$ cat config.mk
export PLATFORM = sky130hd
export DESIGN_NAME = sync_fifo_param
export DESIGN_NICKNAME = d
export VERILOG_FILES = /design/src/rtl/fifo_pkg.sv /design/src/rtl/fifo_mem_sdp.sv /design/src/rtl/sync_fifo_param.sv
export SDC_FILE = /design/constraint.sdc
export NUM_CORES = 1
export LEC_CHECK = 0
export CAP_MARGIN = 10
export CORE_UTILIZATION = 34
export CTS_BUF_LIST = sky130_fd_sc_hd__clkbuf_4
export DETAILED_ROUTE_END_ITERATION = 6
export DONT_BUFFER_PORTS = 1
export GPL_TIMING_DRIVEN = 0
export SETUP_SLACK_MARGIN = 0.1
export SYNTH_ARGS = -nofsm -noshare
export SYNTH_HDL_FRONTEND = slang
export SYNTH_SLANG_ARGS = --single-unit
$ cat constraint.sdc
create_clock -name clk -period 2.8 [get_ports clk]
set_input_delay 0.28 -clock clk [delete_from_list [all_inputs] [get_ports clk]]
set_output_delay 0.28 -clock clk [all_outputs]
set_load 0.02 [all_outputs]
$ cat src/rtl/fifo_pkg.sv
// Shared sizing helpers and default widths for the parametrised FIFO family.
package fifo_pkg;

  localparam int DEF_DATA_W = 32;
  localparam int DEF_DEPTH  = 16;

  // Smallest r with 2**r >= n; returns 0 for n <= 1.
  function automatic int clog2(input int n);
    int r;
    r = 0;
    while ((1 << r) < n) r++;
    return r;
  endfunction

  // The counter must represent 0..depth inclusive.
  function automatic int cnt_width(input int depth);
    return clog2(depth + 1);
  endfunction

endpackage

$ cat src/rtl/fifo_mem_sdp.sv
// Simple dual-port RAM with synchronous write and a registered read port.
// On an address collision the read returns the word stored before the write.
module fifo_mem_sdp #(
  parameter int DATA_W = 32,
  parameter int DEPTH  = 16,
  parameter int ADDR_W = 4
) (
  input  logic              clk,
  input  logic              rst,
  input  logic              wr_en_i,
  input  logic [ADDR_W-1:0] wr_addr_i,
  input  logic [DATA_W-1:0] wr_data_i,
  input  logic              rd_en_i,
  input  logic [ADDR_W-1:0] rd_addr_i,
  output logic [DATA_W-1:0] rd_data_o
);

  logic [DATA_W-1:0] mem_q [DEPTH];
  logic [DATA_W-1:0] rd_data_q;

  always_ff @(posedge clk) begin
    if (wr_en_i) mem_q[wr_addr_i] <= wr_data_i;
  end

  // Only the output register is reset; storage keeps stale contents.
  always_ff @(posedge clk) begin
    if (rst)          rd_data_q <= '0;
    else if (rd_en_i) rd_data_q <= mem_q[rd_addr_i];
  end

  assign rd_data_o = rd_data_q;

endmodule

$ cat src/rtl/sync_fifo_param.sv
// Parametrised single-clock FIFO: pointers, occupancy counter, status flags
// and sticky error flags around a simple dual-port RAM.
module sync_fifo_param
  import fifo_pkg::*;
#(
  parameter int DATA_W   = DEF_DATA_W,
  parameter int DEPTH    = DEF_DEPTH,
  parameter int AF_LEVEL = DEPTH - 2,
  parameter int AE_LEVEL = 2,
  localparam int PTR_W   = clog2(DEPTH),
  localparam int CNT_W   = cnt_width(DEPTH)
) (
  input  logic              clk,
  input  logic              rst,
  input  logic [DATA_W-1:0] data_in,
  input  logic              wr_en,
  input  logic              rd_en,
  output logic [DATA_W-1:0] data_out,
  output logic              data_valid,
  output logic [CNT_W-1:0]  fifo_counter,
  output logic              empty,
  output logic              full,
  output logic              almost_empty,
  output logic              almost_full,
  output logic              overflow,
  output logic              underflow
);

  logic [PTR_W-1:0] wr_ptr_q, wr_ptr_d;
  logic [PTR_W-1:0] rd_ptr_q, rd_ptr_d;
  logic [CNT_W-1:0] count_q, count_d;
  logic             valid_q, overflow_q, underflow_q;
  logic             rd_acc, wr_acc;

  assign empty        = (count_q == '0);
  assign full         = (count_q == CNT_W'(DEPTH));
  assign almost_empty = (count_q <= CNT_W'(AE_LEVEL));
  assign almost_full  = (count_q >= CNT_W'(AF_LEVEL));

  // A write into a full FIFO is only legal when a read frees a slot this cycle.
  assign rd_acc = rd_en & ~empty;
  assign wr_acc = wr_en & (~full | rd_acc);

  always_comb begin
    wr_ptr_d = wr_ptr_q;
    rd_ptr_d = rd_ptr_q;
    count_d  = count_q;
    if (wr_acc) wr_ptr_d = wr_ptr_q + PTR_W'(1);
    if (rd_acc) rd_ptr_d = rd_ptr_q + PTR_W'(1);
    if (wr_acc && !rd_acc)      count_d = count_q + CNT_W'(1);
    else if (rd_acc && !wr_acc) count_d = count_q - CNT_W'(1);
  end

  always_ff @(posedge clk) begin
    if (rst) begin
      wr_ptr_q    <= '0;
      rd_ptr_q    <= '0;
      count_q     <= '0;
      valid_q     <= 1'b0;
      overflow_q  <= 1'b0;
      underflow_q <= 1'b0;
    end else begin
      wr_ptr_q    <= wr_ptr_d;
      rd_ptr_q    <= rd_ptr_d;
      count_q     <= count_d;
      valid_q     <= rd_acc;
      overflow_q  <= overflow_q  | (wr_en & ~wr_acc);
      underflow_q <= underflow_q | (rd_en & ~rd_acc);
    end
  end

  fifo_mem_sdp #(
    .DATA_W (DATA_W),
    .DEPTH  (DEPTH),
    .ADDR_W (PTR_W)
  ) u_mem (
    .clk       (clk),
    .rst       (rst),
    .wr_en_i   (wr_acc & ~rst),
    .wr_addr_i (wr_ptr_q),
    .wr_data_i (data_in),
    .rd_en_i   (rd_acc),
    .rd_addr_i (rd_ptr_q),
    .rd_data_o (data_out)
  );

  assign data_valid   = valid_q;
  assign fifo_counter = count_q;
  assign overflow     = overflow_q;
  assign underflow    = underflow_q;

endmodule

==> impl_metrics.yaml, run 1 <==
yosys:
  yosysUniqueCellTypes: 36
  netlist_area_um2: 21300
  synth_edf_count: 512
  syn_inst: 1002
  synth_flop_cell: "edfxtp_1"
  ys_seq_elements: 560
  synth_warnings: 0
  seq_area_frac_synth: 0.766
  postSynthAreaPerCell_um2: 21.3
  ys_async_sr_fraction: 0
  synthesis.nets: 1048
routing:
  wl_per_cell_um: 21.8
  wl_um: 47100
  drt-vias-per-instance: 4.87
  ant_nets: 0
  detail_route.iter0.violations: 639
  dr.pass1.iters: 5
  drc: 0
  num_vias: 10526
timing:
  hold_viol: 0
  period_needed_ns: 2.85
  fin_ws_ns: -0.0508
  skew_ns: 0.0496
  slew_viol_final: 0
  worstMarginPinSlew_ns: 1.02
  post-route-period-util: 1.02
  rsz0062_at_grt: "true"
  slew_headroom: 0.322
  fmax_ghz: 0.351
  setup_viol: 1
  tns_ns: -0.0508
die:
  io_pins: 80
  start_util: 0.345
  dieArea_um2: 63800
  rows: 91
  die_w_um: 253
  core_area_um2: 61800
  die_h_um: 253
outcome:
  outcome: "complete, but fails checks"
  violations: "setup timing"
setup_path:
  crit_type: "flop to flop"
  critPathLaunchType: "flop"
  end_kind: "flop"
  critical_path_required_ns: 3.54
  arrival_ns: 3.59
  crit_path_max_fanout: 6
pwr:
  power_frac_comb: 0.192
  p_total_mw: 21.3
  switching_share: 0.271
  power.share.clock: 0.341
  p_seq_frac: 0.466
  p_int_mw: 15.5
  powerDensity_nw_per_um2: 838
  p_switching_mw: 5.77
  ir_drop_v: 0.000341
  p_leak_nw: 8.23
grt:
  grt_pass1_vias: 11320
  grt_pass1_wl_um: 70500
  antenna_found_initial: 6
  grt_max_degree: 23
  grt_use_total: 0.152
  overflow: 0
placed_design:
  place.gp.congestion: 0.709
  io_buffers: 0
  hpwl_um: 29800
clocking:
  cts_htree_levels: 4
  root_buffer: "clkbuf_4"
  clock_sinks: 560
  numCtsBuffers: 139
  clockBufferDepth: 3
  cts.clk_slew.worst_paths_ns: 0.07
  cts_tree: "yes"
  clkLatencyLatePin_ns: 0.86
cells_and_area:
  fillCellCount: 5450
  nets: 1254
  syn_to_final_growth_pct: 19.0
  drive_gt1_frac: 0.344
run:
  drv_cap: 0
hold_path:
  hp-class: "primary input to flop"
## path summary, 6_finish.rpt
check / from / end / slack (ns) / cells past startpoint
worst max-delay path: fifo_counter[0]$_SDFFE_PP0P_ / fifo_counter[4]$_SDFFE_PP0P_ / -0.05 / 11
worst min register to register: wr_ptr_q[1]$_SDFFE_PP0N_ / wr_ptr_q[1]$_SDFFE_PP0N_ / 0.57 / 2
worst min-delay path: rst / u_mem.mem_q[3][16]$_DFFE_PP_ / 0.16 / 2
worst max register to register: fifo_counter[0]$_SDFFE_PP0P_ / fifo_counter[4]$_SDFFE_PP0P_ / -0.05 / 11
## power by group through the flow
| stage | clock, mW | combinational [mW] | sequential, mW |
|---|---|---|---|
| finish | 7.26 | 4.09 | 9.92 |
| global route | 7.85 | 4.43 | 9.97 |
| CTS | 7.45 | 4.13 | 9.95 |
| detailed placement | 0 | 3.83 | 10.1 |
| global placement | 0 | 3.74 | 10.1 |
| floorplan | 0 | 2.94 | 9.97 |
## worst max-delay path, stage by stage, from the launching register on
cell and delay [ns]:
dfxtp_4 0.39, or4_4 0.58, buf_8 0.15, o21a_1 0.16, clkbuf_8 0.14, ha_4 0.17
inv_6 0.07, ha_4 0.20, a21o_1 0.16, a21oi_2 0.15, mux2i_1 0.23, mux2_2 0.35
## state kept, by name, indices dropped and copies added, names as in the netlist
register and cells:
wr_ptr_q 4, underflow 1, u_mem.mem_q 512, u_mem.rd_data_o 32
rd_ptr_q 4, overflow 1, fifo_counter 5, data_valid 1
## cell usage in the layout, fill, tap and decap left out, drive strengths merged, types with 2 or more instances in the layout
master,count
clkbuf,229
mux4,128
nand3,3
clkinv,39
a211o,32
a21o,2
nand2,6
clkinvlp,3
bufinv,7
dlygate4sd3,37
o211ai,5
and3,2
xnor2,2
edfxtp,512
diode,2
ha,9
mux2i,68
buf,55
nor2,105
inv,8
a21oi,5
xor2,7
dfxtp,48
## cell type report
| type | count | area, µm² | share of cell area |
|---|---|---|---|
| Clock buffer | 205 | 1540 | 0.0606 |
| Clock inverter | 52 | 400 | 0.0158 |
| Tap cell | 837 | 1050 | 0.0412 |
| Buffer | 52 | 338 | 0.0133 |
| Inverter | 5 | 23.8 | 0.000936 |
| Timing Repair Buffer | 65 | 805 | 0.0317 |
| Multi-Input combinational cell | 385 | 4890 | 0.192 |
| Sequential cell | 560 | 16300 | 0.644 |
| Antenna cell | 2 | 5.00 | 0.000197 |
## synth_stat cells (2+ instances only)
| master | instances | area (µm²) |
|---|---|---|
| a211o_1 | 32 | 280 |
| a21oi_1 | 5 | 25.0 |
| and3_1 | 2 | 12.5 |
| buf_1 | 5 | 18.8 |
| buf_2 | 17 | 85.1 |
| buf_4 | 6 | 45.0 |
| buf_6 | 5 | 56.3 |
| clkbuf_1 | 18 | 67.6 |
| dfxtp_1 | 48 | 961 |
| edfxtp_1 | 512 | 15400 |
| ha_1 | 9 | 113 |
| inv_1 | 5 | 18.8 |
| mux2i_1 | 68 | 681 |
| mux4_1 | 3 | 78.8 |
| mux4_2 | 125 | 2820 |
| nand2_1 | 6 | 22.5 |
| nand3_1 | 3 | 15.0 |
| nor2_1 | 105 | 394 |
| o211ai_1 | 4 | 30.0 |
| xnor2_1 | 2 | 17.5 |
| xor2_1 | 7 | 61.3 |
## kinds of logic (layout without fill, tap and decap cells)
kind of cell / count (synthesis) / in the layout / synth area share
AND/OR/NAND/NOR: 120 / 120 / 0.0222
adder cells (fa/ha/maj): 10 / 10 / 0.00622
other: 0 / 2 / 0
flip-flops: 560 / 560 / 0.766
buffers and inverters: 57 / 379 / 0.0140
XOR/XNOR: 9 / 9 / 0.00369
multiplexers: 197 / 197 / 0.168
AO/OA/AOI/OAI: 49 / 49 / 0.0202
## metrics by stage
| step | area, µm² | setup WS [ns] | cells | utilization | hold WS (ns) |
|---|---|---|---|---|---|
| 2_1_floorplan | 21400 | -0.177 | 1002 | - | 0.379 |
| 3_3_place_gp | 22400 | -1.96 | 1839 | 0.363 | 0.380 |
| 3_5_place_dp | 22900 | -0.227 | 1856 | 0.370 | 0.380 |
| 4_1_cts | 25300 | -0.0690 | 2159 | 0.410 | 0.0743 |
| 5_1_grt | 25400 | -0.130 | 2163 | 0.411 | 0.118 |
| 6_report | 25400 | -0.0508 | 2163 | 0.411 | 0.161 |
## repair_timing
item	4_1_cts	5_1_grt
endpoints found under the setup margin	174	41
gates cloned	0	0
endpoints found under the hold margin	569	0
buffers inserted	9	2
pin swaps	10	8
gates resized for setup	20	23
hold buffers	37	0
## routing by layer
metal	up-vias	track usage	part of all wire
li1	4636	-	-
met1	5476	0.180	0.40
met2	305	0.259	0.51
met3	101	0.0457	0.063
met4	8	0.0610	0.025
met5	-	0	0.0011
(Power assumes the default switching activity.)
==> run 2, diff against run 1 <==
--- a/config.mk
+++ b/config.mk
@@ -6,11 +6,12 @@
 export NUM_CORES = 1
 export LEC_CHECK = 0
 export CAP_MARGIN = 10
-export CORE_UTILIZATION = 34
+export CORE_UTILIZATION = 52
 export CTS_BUF_LIST = sky130_fd_sc_hd__clkbuf_4
 export DETAILED_ROUTE_END_ITERATION = 6
 export DONT_BUFFER_PORTS = 1
 export GPL_TIMING_DRIVEN = 0
+export PLACE_DENSITY = 0.7
 export SETUP_SLACK_MARGIN = 0.1
 export SYNTH_ARGS = -nofsm -noshare
 export SYNTH_HDL_FRONTEND = slang
==> impl_metrics.yaml, run 2 (synthesis results as in run 1) <==
clocking:
  clkLatencyLatePin_ns: 0.82
  numCtsBuffers: 139
  cts_tree: "yes"
  clock_sinks: 560
  root_buffer: "clkbuf_4"
  clockBufferDepth: 3
  cts_htree_levels: 4
  cts.clk_slew.worst_paths_ns: 0.07
timing:
  rsz0062_at_grt: "true"
  fin_ws_ns: -0.0252
  worstMarginPinSlew_ns: 1.10
  skew_ns: 0.0568
  setup_viol: 1
  whs_ns: 0.157
  period_needed_ns: 2.83
  slew_headroom: 0.269
  slew_viol_final: 0
  post-route-period-util: 1.01
  hold_viol: 0
  fmax_ghz: 0.354
grt:
  grt_max_degree: 25
  antenna_found_initial: 5
  grt_pass1_vias: 11341
  grt_pass1_wl_um: 68300
  overflow: 0
  grt_use_total: 0.228
cells_and_area:
  nets: 1256
  final_cell_mix: "edfxtp_1 (512), clkbuf_4 (227), mux4_2 (125), nor2_1 (87), mux2i_1 (68)"
  top_register: "u_mem.mem_q"
  largest_reg_flops: 512
  fillCellCount: 2748
  multiInputGateArea_um2: 4890
  seq_area_um2: 16300
  syn_to_final_growth_pct: 17.4
  layout_commonest_cell: "edfxtp_1"
  drive_gt1_frac: 0.351
  final_cells: 1851
setup_path:
  crit_path_max_fanout: 6
  end_kind: "flop"
  critical_path_required_ns: 3.51
  crit_type: "flop to flop"
  critPathLaunchType: "flop"
  arrival_ns: 3.54
placed_design:
  io_buffers: 0
  place.gp.congestion: 0.741
  hpwl_um: 27000
  place_inst: 1544
die:
  rows: 73
  die_w_um: 205
  die_h_um: 205
  io_pins: 80
  start_util: 0.532
  dieArea_um2: 41800
  core_area_um2: 40100
routing:
  detail_route.iter0.violations: 932
  ant_nets: 0
  wl_per_cell_um: 24.8
  dr.pass1.iters: 5
  drc: 0
  drt-vias-per-instance: 5.77
  wl_um: 45900
  num_vias: 10677
pwr:
  powerDensity_nw_per_um2: 844
  p_leak_nw: 8.26
  ir_drop_v: 0.000576
outcome:
  violations: "setup timing"
  outcome: "complete, but fails checks"
hold_path:
  hp-class: "primary input to flop"
run:
  drv_cap: 0
-- run 2: changes by cell type in the layout (fill, tap and decap cells not counted), moves of 2 or more --
cell / change
buf_2: +2
diode_2: +2
clkbuf_4: +18
buf_12: +4
clkinv_1: -11
clkinv_2: -5
bufinv_16: -2
buf_4: -7
-- run 2: metal layers --
metal  part of all wire  vias to the layer above  track usage
met5            0.00022                        -            0
met4              0.020                        2       0.0869
met3              0.064                       74       0.0625
met2               0.51                      387        0.377
met1               0.41                     5576        0.288
li1                   -                     4638            -
-- run 2: metrics by stage --
stage	worst slack, ns	setup TNS [ns]	util	power (mW)	instance area (µm²)
after global routing	-0.0978	-0.140	0.625	22.0	25000
final	-0.0252	-0.0252	0.625	21.1	25000
after floorplan	-0.177	-65.05	-	12.9	21400
after CTS	-0.0289	-0.0289	0.622	21.3	24900
after global placement	-2.02	-807.03	0.550	13.8	22000
after detailed placement	-0.155	-1.93	0.561	13.9	22500
-- run 2: where the power goes --
part           internal (mW)  leakage [nW]  switching, mW
logic                   2.02          2.11           2.05
clock network           4.01          1.14           3.16
registers               9.43          5.01          0.469
-- run 2: layout make-up --
type,instances,area share
repair buffers,67,0.0346
inverters,5,0.000949
diodes,4,0.000400
clock buffers,218,0.0654
plain buffers,52,0.0134
multi-input cells,385,0.195
well taps,525,0.0262
clock inverters,35,0.0111
flip-flops and latches,560,0.653
-- run 2: repair_timing --
item,CTS,global route
hold buffers,37,0
endpoints found under the setup margin,142,36
resized for setup,19,18
setup buffers,10,3
pin swaps,9,7
endpoints found under the hold margin,538,0
-- run 2: path summary, 6_finish.rpt --
kind	start	end	slack, ns	cells past startpoint
worst max-delay path	fifo_counter[2]$_SDFFE_PP0P_	fifo_counter[4]$_SDFFE_PP0P_	-0.03	11
worst min register to register	fifo_counter[3]$_SDFFE_PP0P_	fifo_counter[3]$_SDFFE_PP0P_	0.59	2
worst max register to register	fifo_counter[2]$_SDFFE_PP0P_	fifo_counter[4]$_SDFFE_PP0P_	-0.03	11
worst min-delay path	rst	u_mem.mem_q[0][31]$_DFFE_PP_	0.16	2
-- run 2: critical path: stages, from the launching register on --
cell and delay (ns):
dfxtp_4 0.39, or4_4 0.59, buf_8 0.15, o21a_1 0.16, clkbuf_8 0.14, ha_4 0.17
inv_6 0.08, ha_4 0.20, a21o_1 0.16, a21oi_2 0.13, mux2i_1 0.21, mux2_2 0.35
